==> config.mk <==
export PLATFORM = sky130hd
export DESIGN_NAME = fetch_unit
export DESIGN_NICKNAME = d
export VERILOG_FILES = /design/src/rtl/fetch_unit.sv
export SDC_FILE = /design/constraint.sdc
export NUM_CORES = 1
export LEC_CHECK = 0
export BUFFER_PORTS_ARGS = -buffer_cell sky130_fd_sc_hd__buf_2
export CAP_MARGIN = 5
export CORE_ASPECT_RATIO = 0.8
export CORE_MARGIN = 2
export CORE_UTILIZATION = 40
export DETAILED_ROUTE_END_ITERATION = 12
export PLACE_DENSITY_LB_ADDON = 0.2
export SETUP_SLACK_MARGIN = 0.4
export SLEW_MARGIN = 0
export SYNTH_ARGS = -nofsm -noshare
export SYNTH_HDL_FRONTEND = slang
export SYNTH_SLANG_ARGS = --single-unit
export TNS_END_PERCENT = 5
==> constraint.sdc <==
create_clock -name clk -period 5.24 [get_ports clk]
set_input_delay 0.524 -clock clk [delete_from_list [all_inputs] [get_ports clk]]
set_output_delay 0.524 -clock clk [all_outputs]
set_load 0.1 [all_outputs]
==> src/rtl/fetch_unit.sv <==
// Instruction fetch: PC register, combinational imem address, IF/ID register toward decode.
// Latency: first word valid one edge after reset release or redirect; one word per cycle when decode is ready.
// Backpressure: decode_ready low holds pc and if_id; optional halt on EBREAK/zero word when FETCH_HALT_EN is defined.
module fetch_unit #(
    parameter int                    ADDR_WIDTH = 8,
    parameter int                    PC_WIDTH   = 64,
    parameter logic [PC_WIDTH-1:0]   RESET_PC   = '0
) (
    input  logic                  clk,
    input  logic                  rst_n,
    output logic [ADDR_WIDTH-1:0] instruction_address,
    input  logic [31:0]           instruction_data,
    input  logic                  redirect_valid,
    input  logic [PC_WIDTH-1:0]   redirect_target,
    input  logic                  decode_ready,
    output logic                  if_id_valid,
    output logic [31:0]           if_id_instruction,
    output logic [PC_WIDTH-1:0]   if_id_pc,
    output logic                  halted
);

    localparam logic [31:0] NOP_WORD = 32'h00000013;

    logic [PC_WIDTH-1:0] pc;
    logic                advance;
    logic                halt_word;
    logic                unused_target_bits;

    // Byte offset bits of the redirect target are discarded.
    assign unused_target_bits  = ^redirect_target[1:0];
    assign instruction_address = pc[ADDR_WIDTH+1:2];
    assign advance             = !halted && (!if_id_valid || decode_ready);

`ifdef FETCH_HALT_EN
    logic halted_q;

    assign halt_word = (instruction_data == 32'h00100073) || (instruction_data == 32'h00000000);
    assign halted    = halted_q;

    always_ff @(posedge clk or negedge rst_n) begin
        if (!rst_n) begin
            halted_q <= 1'b0;
        end else if (redirect_valid) begin
            halted_q <= 1'b0;
        end else if (advance && halt_word) begin
            halted_q <= 1'b1;
        end
    end
`else
    assign halt_word = 1'b0;
    assign halted    = 1'b0;
`endif

    always_ff @(posedge clk or negedge rst_n) begin
        if (!rst_n) begin
            pc                <= RESET_PC;
            if_id_valid       <= 1'b0;
            if_id_instruction <= NOP_WORD;
            if_id_pc          <= '0;
        end else if (redirect_valid) begin
            pc          <= {redirect_target[PC_WIDTH-1:2], 2'b00};
            if_id_valid <= 1'b0;
        end else if (advance) begin
            if_id_instruction <= instruction_data;
            if_id_pc          <= pc;
            if_id_valid       <= 1'b1;
            // A halting word is kept on if_id but the pc parks on it.
            if (!halt_word) begin
                pc <= pc + PC_WIDTH'(4);
            end
        end else if (if_id_valid && decode_ready) begin
            // Only reachable while halted: drain the last word, fetch nothing new.
            if_id_valid <= 1'b0;
        end
    end

endmodule

==> impl_metrics.tcl <==
set metrics [dict create \
    netlist_area_mm2 0.00725 \
    cellPowerDensity_mw_per_mm2 462 \
    drc 0 \
    critPathBufInv 0 \
    finish.cell_count_without_fillers 1063 \
    clk_path_buf_depth 2 \
    finalNetCount 921 \
    antennaDiodeCount 0 \
    yosys.cell_types.count 44 \
    critical_path.startpoint "pc[7]$_DFFE_PN0N_" \
    synth_seq_area_share_pct 54.2 \
    maximum_clock_frequency_ghz 0.337 \
    post_synth_inst_count 643 \
    number_of_levels_the_h_tree_was_split_into 4 \
    ys_warn_count 0 \
    final_design_area_no_fill_mm2 0.00893 \
    power_leakage_nw 3.88 \
    wirelength_um 18100 \
    dp_cells 1031 \
    critical_path.cell_chain "and4_1, and2_1, nand4_1, or4_1, a31oi_1" \
    power.ir.vdd_worst_uv 302 \
    layout-area-overhead-vs-synth_pct 23.2 \
    route.detailed.wl_per_inst_um 17.1 \
    clock_power_share_pct 29.3 \
    track_usage_pct 19.6 \
    worst_path_top_cell_family_by_delay "simple AND/OR/NAND/NOR gates" \
    insertion_delay_ns 0.42 \
    criticalPathCategory "flip-flop to flip-flop" \
    overflow 0 \
    initial_core_util_pct 40.4 \
    cell_with_the_most_instances_after_synthesis "sky130_fd_sc_hd__dfrtp_1" \
    power.combinational.fraction_pct 34.2 \
    detailedRoute.firstPassIterationCount 4 \
    first_global_vias 5792 \
    share_of_yosys_cell_area_claimed_by_the_top_area_cell_type_pct 53.1 \
    timing.critical_path.to_type "flip-flop" \
    synthTopCellsByArea "sky130_fd_sc_hd__dfrtp_1, sky130_fd_sc_hd__mux2_2, sky130_fd_sc_hd__o21ai_0" \
    seq_power_share_pct 36.5 \
    cts_tree "done" \
    grt_start_max_net_pins 109 \
    via_count 5689 \
    grt_antenna_before_repair 1 \
    synth_top_flop_cell "sky130_fd_sc_hd__dfrtp_1" \
    root_buffer "sky130_fd_sc_hd__clkbuf_16" \
    power.total_mw 4.13 \
    drive_gt1_share_pct 40.8 \
    post-route-period-util_pct 56.6 \
    post_detailed_placement_half_perimeter_wirelength_um 12700 \
    power.internal_mw 2.36 \
    synth-edff-count 0 \
    grt_first_pass_wirelength_um 29800 \
    dieHeight_um 124 \
    postSynthRegisterBits 157 \
    data_required_critical_path_ns 5.57 \
    slew-limit-headroom_pct 33.1 \
    routed_via_density 5.35 \
    numCtsBuffers 17 \
    die_area_mm2 0.0192 \
    period_needed_ns 2.96 \
    post_dp_cell_area_mm2 0.00835 \
    crit_slowest_cell "sky130_fd_sc_hd__or4_1" \
    postSynth.asyncResetShare_pct 100 \
    final.setup.tns_ns 0 \
    core-area_mm2 0.0179 \
    power_switching_mw 1.77 \
    timing.critical_path.fanout_max 17 \
    gpl.final_weighted_congestion 0.804 \
    finalSetupViolations 0 \
    cp-start-kind "flip-flop" \
    synth_top_cells_by_count "sky130_fd_sc_hd__dfrtp_1, sky130_fd_sc_hd__mux2_2, sky130_fd_sc_hd__nand2_1" \
    critPathArrivalTime_ns 3.30 \
    synthesis.area_per_instance_um2 11.3 \
    timing_hold_violations_final 0 \
    synth_largest_area_cell "sky130_fd_sc_hd__dfrtp_1" \
    switching_share_pct 42.9 \
    worst_clock_skew_ns 0.0114 \
    rsz0062_at_grt "no" \
    worst_path_largest_cell_delay_ns 0.73 \
    reg2reg_from "pc[7]$_DFFE_PN0N_" \
    io_pins 206 \
    detail-route-antenna-nets 0 \
    post-cts-setup-buffers 0 \
    numPortBuffers 200 \
    tightest_slew_ns 1.00 \
    clk_sink_count 157 \
    cts_resized 0 \
    timing_max_transition_violations_final 0 \
    dieWidth_um 155 \
    hold_buffers 0 \
    floorplan_row_count 44 \
    outcome "complete, no violations" \
    clkSlewWorstSetupHoldPaths_ns 0.06 \
    cap_violations 0 \
    worstHoldPathType "primary input to async pin" \
    drtIter0Drc 258 \
]
-- through the flow --
stage | util (%) | hold slack, ns | setup WS, ns
after detailed placement | 46.5 | 0.490 | 2.13
after global routing | 49.8 | 0.286 | 2.04
after CTS | 49.8 | 0.262 | 2.29
after global placement | 46.5 | 0.484 | 2.22
final | 49.8 | 0.196 | 2.28
after floorplan | - | 0.228 | 2.55
-- path summary, 6_finish.rpt --
kind                                             to  slack [ns]  cells after the start
hold / removal             if_id_pc[29]$_DFFE_PN0P_        0.20                      1
setup / recovery                 pc[49]$_DFFE_PN0N_        2.28                      5
min in group clk                 pc[20]$_DFFE_PN0N_        0.31                      3
max in group asynchronous        pc[21]$_DFFE_PN0N_        3.75                      2
setup reg to reg                 pc[49]$_DFFE_PN0N_        2.28                      5
hold reg to reg            if_id_pc[43]$_DFFE_PN0P_        0.50                      1
-- layout make-up --
cell class              instances  area, µm²
fillers                      1632       9010
flip-flops and latches        157       3930
multi-input cells             435       3080
repair buffers                204       1040
clock buffers                  23        498
well taps                     230        288
clock inverters                 9       83.8
inverters                       5       18.8
-- cell families after synthesis --
group / Yosys count / synth area share (%)
and+or+nand+nor: 215 / 16.1
DFF: 157 / 54.2
muxes: 97 / 15.0
AOI/OAI and AO/OA: 91 / 7.51
buffers and inverters: 53 / 3.49
xor gates and xnor gates: 28 / 3.38
adders and majority gates: 1 / 0.173
other: 1 / 0.0517
-- worst register-to-register path: stages (launching register included) --
cell	delay [ns]
sky130_fd_sc_hd__dfrtp_1	0.47
sky130_fd_sc_hd__and4_1	0.42
sky130_fd_sc_hd__and2_1	0.40
sky130_fd_sc_hd__nand4_1	0.66
sky130_fd_sc_hd__or4_1	0.74
sky130_fd_sc_hd__a31oi_1	0.20
-- sequential cells by signal (all words and copies together) (netlist names) --
| register | cells |
|---|---|
| pc | 62 |
| if_id_pc | 62 |
| if_id_valid | 1 |
| if_id_instruction | 32 |
-- per-layer routing --
metal,part of all wire (%),track usage [%],vias up,routed length [µm]
li1,-,-,2688,-
met1,47,27.4,2764,8590
met2,43,29.0,211,7740
met3,8.2,5.98,24,1480
met4,1.7,6.54,2,301
met5,0.072,0,-,13
-- power by group through the flow --
stage	sequential, mW	combinational [mW]	clock, mW
6_report	1.50	1.41	1.21
5_1_grt	1.53	1.47	1.28
4_1_cts	1.51	1.42	1.24
3_5_place_dp	1.52	1.42	0
3_3_place_gp	1.52	1.41	0
2_1_floorplan	2.36	0.322	0
-- placed cells by master (no fill, tap or decap), types with 2 or more instances in the layout --
cell                          n
sky130_fd_sc_hd__buf_2      199
sky130_fd_sc_hd__dfrtp_1    154
sky130_fd_sc_hd__mux2_2      96
sky130_fd_sc_hd__nand2_1     50
sky130_fd_sc_hd__o21ai_0     43
sky130_fd_sc_hd__nor2_1      35
sky130_fd_sc_hd__a31oi_1     28
sky130_fd_sc_hd__nand4_1     25
sky130_fd_sc_hd__nand3_1     23
sky130_fd_sc_hd__or3_1       19
sky130_fd_sc_hd__clkbuf_16   17
sky130_fd_sc_hd__or4_1       15
sky130_fd_sc_hd__xnor2_1     14
sky130_fd_sc_hd__xor2_1      14
sky130_fd_sc_hd__o31ai_1     13
sky130_fd_sc_hd__and4_1      11
sky130_fd_sc_hd__and3_1      11
sky130_fd_sc_hd__and2_1       6
sky130_fd_sc_hd__nor4_1       5
sky130_fd_sc_hd__clkbuf_8     5
sky130_fd_sc_hd__nor2b_1      4
sky130_fd_sc_hd__inv_1        4
sky130_fd_sc_hd__clkinv_2     4
sky130_fd_sc_hd__buf_4        4
sky130_fd_sc_hd__conb_1       3
sky130_fd_sc_hd__dfstp_2      3
sky130_fd_sc_hd__nor3_1       2
sky130_fd_sc_hd__a221oi_1     2
sky130_fd_sc_hd__clkinv_4     2
(Power assumes the default switching activity.)
